$ cat config.mk
export PLATFORM = sky130hd
export DESIGN_NAME = ram_arbiter_flat
export DESIGN_NICKNAME = d
export VERILOG_FILES = /design/src/rtl/ram_arb_pkg.sv /design/src/rtl/ram_arbiter_if.sv /design/src/rtl/rr_arb2.sv /design/src/rtl/ram_arbiter.sv /design/src/flat_wrapper.sv
export SDC_FILE = /design/constraint.sdc
export NUM_CORES = 1
export LEC_CHECK = 0
export BUFFER_PORTS_ARGS = -buffer_cell sky130_fd_sc_hd__clkbuf_2
export CORE_MARGIN = 4
export CORE_UTILIZATION = 49
export DETAILED_ROUTE_END_ITERATION = 8
export GPL_TIMING_DRIVEN = 0
export HOLD_SLACK_MARGIN = 0.05
export PLACE_DENSITY = 0.88
export SLEW_MARGIN = 20
export SYNTH_ARGS = -nofsm -noshare
export SYNTH_HDL_FRONTEND = slang
export SYNTH_SLANG_ARGS = --single-unit
$ cat constraint.sdc
create_clock -name clk -period 3 [get_ports clk]
set_input_delay 0.15 -clock clk [delete_from_list [all_inputs] [get_ports clk]]
set_output_delay 0.15 -clock clk [all_outputs]
set_load 0.02 [all_outputs]
$ cat src/rtl/ram_arb_pkg.sv
// Shared types and constants for the two-port RAM arbiter.
package ram_arb_pkg;

    localparam int WORD_W          = 32;
    localparam int TIMEOUT_DEFAULT = 15;

    typedef enum logic [1:0] {
        IDLE  = 2'd0,
        PREP  = 2'd1,
        ISSUE = 2'd2,
        EXEC  = 2'd3
    } state_e;

    // Dummy data pattern for the PREP phase. It must differ from the value
    // currently on the RAM data port (so the RAM sees a change now) and from
    // the real write data (so the RAM sees a second change at ISSUE).
    function automatic logic [WORD_W-1:0] prep_pattern(
        input logic [WORD_W-1:0] wdata,
        input logic [WORD_W-1:0] cur
    );
        logic [WORD_W-1:0] inv;
        inv = ~wdata;
        if (inv != cur) begin
            return inv;
        end
        return cur ^ {{(WORD_W-1){1'b0}}, 1'b1};
    endfunction

endpackage

$ cat src/rtl/ram_arbiter_if.sv
// Requester-side bus of the RAM arbiter: two request ports plus busy.
interface ram_arbiter_if;
    import ram_arb_pkg::*;

    logic              req0;
    logic              req1;
    logic              wr0;
    logic              wr1;
    logic [WORD_W-1:0] addr0;
    logic [WORD_W-1:0] addr1;
    logic [WORD_W-1:0] wdata0;
    logic [WORD_W-1:0] wdata1;
    logic              ack0;
    logic              ack1;
    logic              err0;
    logic              err1;
    logic [WORD_W-1:0] rdata0;
    logic [WORD_W-1:0] rdata1;
    logic              busy;

    // Requesters drive requests and consume completions.
    modport master (
        output req0, req1, wr0, wr1, addr0, addr1, wdata0, wdata1,
        input  ack0, ack1, err0, err1, rdata0, rdata1, busy
    );

    // The arbiter consumes requests and produces completions.
    modport slave (
        input  req0, req1, wr0, wr1, addr0, addr1, wdata0, wdata1,
        output ack0, ack1, err0, err1, rdata0, rdata1, busy
    );

endinterface

$ cat src/rtl/rr_arb2.sv
// Combinational two-way round-robin pick: a lone request wins outright,
// a tie goes to the port that was not granted last.
module rr_arb2 (
    input  logic req0,
    input  logic req1,
    input  logic last_grant,
    output logic grant_valid,
    output logic grant_id
);

    // Pick the winning port from the current requests and the previous winner.
    always_comb begin
        grant_valid = req0 | req1;
        grant_id    = 1'b0;
        if (req0 && req1) begin
            grant_id = ~last_grant;
        end else if (req1) begin
            grant_id = 1'b1;
        end
    end

endmodule

$ cat src/rtl/ram_arbiter.sv
// Two-port round-robin arbiter and sequencer for the change-triggered RAM.
// Every transaction drives a dummy PREP pattern followed by the real pattern,
// so the RAM always sees two input changes, then waits for its response pulse.
module ram_arbiter
    import ram_arb_pkg::*;
#(
    parameter int TIMEOUT = TIMEOUT_DEFAULT
) (
    input  logic              clk,
    input  logic              rst_n,
    ram_arbiter_if.slave      bus,
    output logic [WORD_W-1:0] mem_address,
    output logic [WORD_W-1:0] mem_data,
    output logic              mem_write,
    input  logic              mem_response,
    input  logic [WORD_W-1:0] mem_out
);

    localparam int CNT_W = (TIMEOUT < 16) ? 4 : $clog2(TIMEOUT + 1);

    state_e            state_q;
    logic              port_q;
    logic              wr_q;
    logic [WORD_W-1:0] wdata_q;
    logic [CNT_W-1:0]  wait_q;
    logic              last_grant_q;
    logic [WORD_W-1:0] mem_address_q;
    logic [WORD_W-1:0] mem_data_q;
    logic              mem_write_q;
    logic              ack0_q;
    logic              ack1_q;
    logic              err0_q;
    logic              err1_q;
    logic [WORD_W-1:0] rdata0_q;
    logic [WORD_W-1:0] rdata1_q;

    logic              gnt_valid;
    logic              gnt_id;
    logic              sel_wr_d;
    logic [WORD_W-1:0] sel_addr_d;
    logic [WORD_W-1:0] sel_wdata_d;
    logic [WORD_W-1:0] prep_d;
    logic              advance_d;
    logic              timed_out;

    rr_arb2 u_rr (
        .req0        (bus.req0),
        .req1        (bus.req1),
        .last_grant  (last_grant_q),
        .grant_valid (gnt_valid),
        .grant_id    (gnt_id)
    );

    // Fields of the port that would be granted this cycle, and its prep pattern.
    always_comb begin
        sel_wr_d    = gnt_id ? bus.wr1    : bus.wr0;
        sel_addr_d  = gnt_id ? bus.addr1  : bus.addr0;
        sel_wdata_d = gnt_id ? bus.wdata1 : bus.wdata0;
        prep_d      = prep_pattern(sel_wdata_d, mem_data_q);
    end

    // Exit condition of each wait state: PREP and ISSUE wait for the response
    // pulse to rise, EXEC waits for it to fall (the RAM has executed).
    always_comb begin
        advance_d = 1'b0;
        case (state_q)
            PREP:    advance_d = mem_response;
            ISSUE:   advance_d = mem_response;
            EXEC:    advance_d = ~mem_response;
            default: advance_d = 1'b0;
        endcase
    end

    assign timed_out = (wait_q == CNT_W'(TIMEOUT));

    // Sequencer FSM with its wait counter and all registered outputs.
    always_ff @(posedge clk or negedge rst_n) begin
        if (!rst_n) begin
            state_q       <= IDLE;
            port_q        <= 1'b0;
            wr_q          <= 1'b0;
            wdata_q       <= '0;
            wait_q        <= '0;
            last_grant_q  <= 1'b1;
            mem_address_q <= '0;
            mem_data_q    <= '0;
            mem_write_q   <= 1'b0;
            ack0_q        <= 1'b0;
            ack1_q        <= 1'b0;
            err0_q        <= 1'b0;
            err1_q        <= 1'b0;
            rdata0_q      <= '0;
            rdata1_q      <= '0;
        end else begin
            // ack/err are single-cycle pulses
            ack0_q <= 1'b0;
            ack1_q <= 1'b0;
            err0_q <= 1'b0;
            err1_q <= 1'b0;

            if (state_q == IDLE) begin
                if (gnt_valid) begin
                    port_q        <= gnt_id;
                    last_grant_q  <= gnt_id;
                    wr_q          <= sel_wr_d;
                    wdata_q       <= sel_wdata_d;
                    mem_address_q <= sel_addr_d;
                    mem_data_q    <= prep_d;
                    mem_write_q   <= 1'b0;
                    wait_q        <= '0;
                    state_q       <= PREP;
                end
            end else if (advance_d) begin
                wait_q <= '0;
                case (state_q)
                    PREP: begin
                        mem_data_q  <= wdata_q;
                        mem_write_q <= wr_q;
                        state_q     <= ISSUE;
                    end
                    ISSUE: begin
                        state_q <= EXEC;
                    end
                    default: begin
                        if (!wr_q) begin
                            if (port_q) rdata1_q <= mem_out;
                            else        rdata0_q <= mem_out;
                        end
                        if (port_q) ack1_q <= 1'b1;
                        else        ack0_q <= 1'b1;
                        state_q <= IDLE;
                    end
                endcase
            end else if (timed_out) begin
                // Abort: report the error and leave rdata untouched.
                if (port_q) begin
                    ack1_q <= 1'b1;
                    err1_q <= 1'b1;
                end else begin
                    ack0_q <= 1'b1;
                    err0_q <= 1'b1;
                end
                wait_q  <= '0;
                state_q <= IDLE;
            end else begin
                wait_q <= wait_q + 1'b1;
            end
        end
    end

    assign mem_address = mem_address_q;
    assign mem_data    = mem_data_q;
    assign mem_write   = mem_write_q;
    assign bus.ack0    = ack0_q;
    assign bus.ack1    = ack1_q;
    assign bus.err0    = err0_q;
    assign bus.err1    = err1_q;
    assign bus.rdata0  = rdata0_q;
    assign bus.rdata1  = rdata1_q;
    assign bus.busy    = (state_q != IDLE);

endmodule

$ cat src/flat_wrapper.sv
// flat-port wrapper written by rule: the top's interface ports become plain ports
module ram_arbiter_flat import ram_arb_pkg::*;
#(
    parameter int TIMEOUT = TIMEOUT_DEFAULT
)
  (clk, rst_n, mem_address, mem_data, mem_write, mem_response, mem_out, bus_req0, bus_req1, bus_wr0, bus_wr1, bus_addr0, bus_addr1, bus_wdata0, bus_wdata1, bus_ack0, bus_ack1, bus_err0, bus_err1, bus_rdata0, bus_rdata1, bus_busy);
  ram_arbiter_if bus_i ();
  input  logic clk;
  input  logic rst_n;
  output logic [WORD_W-1:0] mem_address;
  output logic [WORD_W-1:0] mem_data;
  output logic mem_write;
  input  logic mem_response;
  input  logic [WORD_W-1:0] mem_out;
  input wire logic [$bits(bus_i.req0)-1:0] bus_req0;
  input wire logic [$bits(bus_i.req1)-1:0] bus_req1;
  input wire logic [$bits(bus_i.wr0)-1:0] bus_wr0;
  input wire logic [$bits(bus_i.wr1)-1:0] bus_wr1;
  input wire logic [$bits(bus_i.addr0)-1:0] bus_addr0;
  input wire logic [$bits(bus_i.addr1)-1:0] bus_addr1;
  input wire logic [$bits(bus_i.wdata0)-1:0] bus_wdata0;
  input wire logic [$bits(bus_i.wdata1)-1:0] bus_wdata1;
  output wire logic [$bits(bus_i.ack0)-1:0] bus_ack0;
  output wire logic [$bits(bus_i.ack1)-1:0] bus_ack1;
  output wire logic [$bits(bus_i.err0)-1:0] bus_err0;
  output wire logic [$bits(bus_i.err1)-1:0] bus_err1;
  output wire logic [$bits(bus_i.rdata0)-1:0] bus_rdata0;
  output wire logic [$bits(bus_i.rdata1)-1:0] bus_rdata1;
  output wire logic [$bits(bus_i.busy)-1:0] bus_busy;
  assign bus_i.req0 = bus_req0;
  assign bus_i.req1 = bus_req1;
  assign bus_i.wr0 = bus_wr0;
  assign bus_i.wr1 = bus_wr1;
  assign bus_i.addr0 = bus_addr0;
  assign bus_i.addr1 = bus_addr1;
  assign bus_i.wdata0 = bus_wdata0;
  assign bus_i.wdata1 = bus_wdata1;
  assign bus_ack0 = bus_i.ack0;
  assign bus_ack1 = bus_i.ack1;
  assign bus_err0 = bus_i.err0;
  assign bus_err1 = bus_i.err1;
  assign bus_rdata0 = bus_i.rdata0;
  assign bus_rdata1 = bus_i.rdata1;
  assign bus_busy = bus_i.busy;
  ram_arbiter #(.TIMEOUT(TIMEOUT)) u_core (.clk(clk), .rst_n(rst_n), .bus(bus_i), .mem_address(mem_address), .mem_data(mem_data), .mem_write(mem_write), .mem_response(mem_response), .mem_out(mem_out));
endmodule
==> flow_summary_export.csv <==
group,metric,value,unit
logic_synthesis,synth_area,7810,um^2
routing,wl,25600,um
logic_synthesis,synth_warnings,0,
die,initial_core_util,0.506,
final_layout,drive_gt1_frac,0.378,
sta,worst_slew_pin_slew,0.690,ns
logic_synthesis,synth_top_area_frac,0.554,
power,power_frac_clock,0.186,
power,cell_internal_pwr,0.00665,W
logic_synthesis,synth-seq-area-share,0.558,
clocking,cts_htree_levels,4,
clocking,cts.reportedPaths.clkPinSlew,0.06,ns
final_layout,fillers,1081,
setup_path,slowest_delay,0.49,ns
final_layout,final_nets,1243,
setup_path,critical_path_class,"flop to flop",
die,ioPinCount,301,
routing,drc,0,
routing,first_pass_iters,7,
power,power_frac_seq,0.360,
clocking,clk_latency,0.42,ns
final_layout,final_common_cell,"clkbuf_2",
power,net-switching-power,0.00502,W
sta,slew_headroom,0.540,
routing,drtIter0Drc,421,
setup_path,crit_family,"buffers and inverters",
worst_hold_path,hp-class,"primary input to flop",
power,totalPowerFinal,0.0117,W
die,die_h,134,um
die,rows,45,
setup_path,worstSetupStartpointType,"flop",
place,dp_hpwl,17100,um
power,ir_drop,0.000582,V
power,pwr-share-comb,0.454,
routing,postRouteAntennaNets,0,
setup_path,crit_arrival,3.07,ns
sta,setup_violations,0,
logic_synthesis,syn-num-nets,847,
grt,grt_pass1_vias,7528,
die,dieWidth,134,um
final_layout,layout_common_cells,"299 x clkbuf_2, 173 x dfrtp_1, 107 x nand2_1",
sta,rsz0062_at_grt,"false",
sta,finClkSkew,0.0124,ns
setup_path,required,3.30,ns
setup_path,crit_slowest_cell,"clkbuf_1",
clocking,post_cts_resize_count,0,
final_layout,area_growth,40.1,%
routing,vias,7063,
grt,grt_max_degree,92,
sta,report.final.slew_viol_count,0,
die,dieArea,18000,um^2
clocking,clockBufferDepth,2,
flow_run,cap_violations,0,
setup_path,endpoint_kind,"flop",
die,coreArea,15400,um^2
sta,period_share,0.925,
grt,antenna_found_initial,0,
logic_synthesis,syn_inst,674,
setup_path,path_cells,"inv_1, ha_1, nand2_1, nand2_1, a31oi_1, clkbuf_1, clkbuf_1, a21oi_1, a21oi_1, nand3b_1",
routing,via_per_inst,5.46,
sta,fmax,360,MHz
clocking,cts_made_buffers,17,
grt,grt_pass1_wl,39900,um
grt,grt-ovfl-total,0,
clocking,tritoncts,"yes",
place,globalplace.congestion,0.850,
routing,post_drt_wl_per_cell,19.8,um
logic_synthesis,synthTopCellsByArea,"dfrtp_1 55%, mux2_2 9.1%, mux2i_1 8.3%",
final_layout,post-route-util,0.709,
logic_synthesis,avgSynthCellArea,11.6,um^2
final_layout,antennaDiodeCount,0,
place,io_buffers,300,
clocking,clock-sinks,174,
run_status,status,"finished, final reports clean",
power,p_leak,5.54,nW
grt,track_usage,0.282,
setup_path,crit_fanout,10,
clocking,root_buffer,"clkbuf_16",
setup_path,path_buf_inv,3,
sta,layout_min_cycle_time,2.77,ns
logic_synthesis,yosys.area.top_type,"dfrtp_1",
power,p_per_area,1070,nW/um^2
logic_synthesis,ys_types,33,
logic_synthesis,ys_ff_latch,174,
sta,hold_violations,0,
power,swShare,0.430,
==> worst min-delay path: stages <==
cell      delay [ns]
clkbuf_2        0.08
mux2i_1         0.05
o21ai_0         0.15
==> synthesized netlist by cell type <==
library cell,number
nor2_1,8
or4_1,1
o21ai_0,42
clkbuf_1,23
xnor2_1,32
a22o_1,2
a21boi_0,7
buf_8,1
a31oi_1,2
nor3_1,5
a21boi_4,1
mux2_2,63
nand4_1,10
nand3_1,5
o311ai_0,31
nand2_1,107
dfstp_2,1
a211oi_1,1
buf_2,6
buf_1,6
nand2b_1,2
nand3b_1,1
a21oi_1,7
mux2_1,1
buf_6,3
mux2i_1,65
a21o_1,1
o21a_1,24
ha_1,6
inv_2,1
nor4_2,2
dfrtp_1,173
inv_1,34
==> stage by stage <==
step / cells / hold WS [ns] / TNS, ns / instance area, um^2 / setup WS [ns]
2_1_floorplan: 674 / -0.146 / 0 / 7810 / 0.833
3_3_place_gp: 1185 / 0.397 / -223.16 / 9580 / -1.30
3_5_place_dp: 1186 / 0.233 / 0 / 9610 / 0.255
4_1_cts: 1293 / 0.0502 / 0 / 10900 / 0.246
5_1_grt: 1293 / 0.0594 / 0 / 10900 / 0.0848
6_report: 1293 / 0.0559 / 0 / 10900 / 0.226
==> sequential cells by signal, summed over array words and instances, names as in the netlist <==
register             flops
u_core.bus.ack0          1
u_core.bus.ack1          1
u_core.bus.err0          1
u_core.bus.err1          1
u_core.bus.rdata0       32
u_core.bus.rdata1       32
u_core.last_grant_q      1
u_core.mem_address      32
u_core.mem_data         32
u_core.mem_write         1
u_core.port_q            1
u_core.state_q           2
u_core.wait_q            4
u_core.wdata_q          32
u_core.wr_q              1
==> layout make-up <==
type                       instances  area (um^2)  area share
multi-input combinational        426         3140       0.287
tap                              211          264      0.0241
sequential                       174         4360       0.398
clock buffer                      18          429      0.0392
timing repair buffer             377         2300       0.210
buffer                            39          188      0.0172
clock inverter                    13          138      0.0126
inverter                          35          131      0.0120
==> logic make-up after synthesis <==
logic type	count (synthesis)	synth area share
AO/OA/AOI/OAI	118	0.104
XOR/XNOR	32	0.0359
adder cells (fa/ha/maj)	6	0.00961
buffers and inverters	74	0.0408
flip-flops	174	0.558
multiplexers	129	0.176
AND/OR/NAND/NOR	141	0.0764
==> worst paths after layout <==
path	startpoint	end	slack, ns	depth (start not counted)
hold / removal	bus_addr0[25]	u_core.mem_address[25]	0.06	3
setup reg to reg	u_core.state_q[0]	u_core.mem_data[0]	0.23	10
max in group asynchronous	rst_n	u_core.mem_address[26]	1.80	3
setup / recovery	u_core.state_q[0]	u_core.mem_data[0]	0.23	10
min in group asynchronous	rst_n	u_core.bus.rdata0[6]	0.31	2
hold reg to reg	u_core.mem_address[30]	u_core.mem_address[30]	0.48	2
==> what timing repair did <==
action,4_1_cts,5_1_grt
setup buffers,0,0
endpoints found under the hold margin,170,0
hold buffers,76,0
==> per-layer routing <==
metal | up-vias | part of all wire | global-route usage
met4 | 0 | 0.032 | 0.108
met3 | 71 | 0.095 | 0.0908
li1 | 3136 | - | -
met1 | 3474 | 0.37 | 0.328
met2 | 382 | 0.51 | 0.486
met5 | - | 0 | 0
==> power by group through the flow <==
stage,clock network [W],registers [W],logic [W]
global placement,0,0.00410,0.00492
CTS,0.00218,0.00414,0.00525
finish,0.00217,0.00420,0.00530
global route,0.00229,0.00430,0.00573
detailed placement,0,0.00417,0.00510
floorplan,0,0.00505,0.00226
Note: power is estimated with default switching activity, not from simulation.
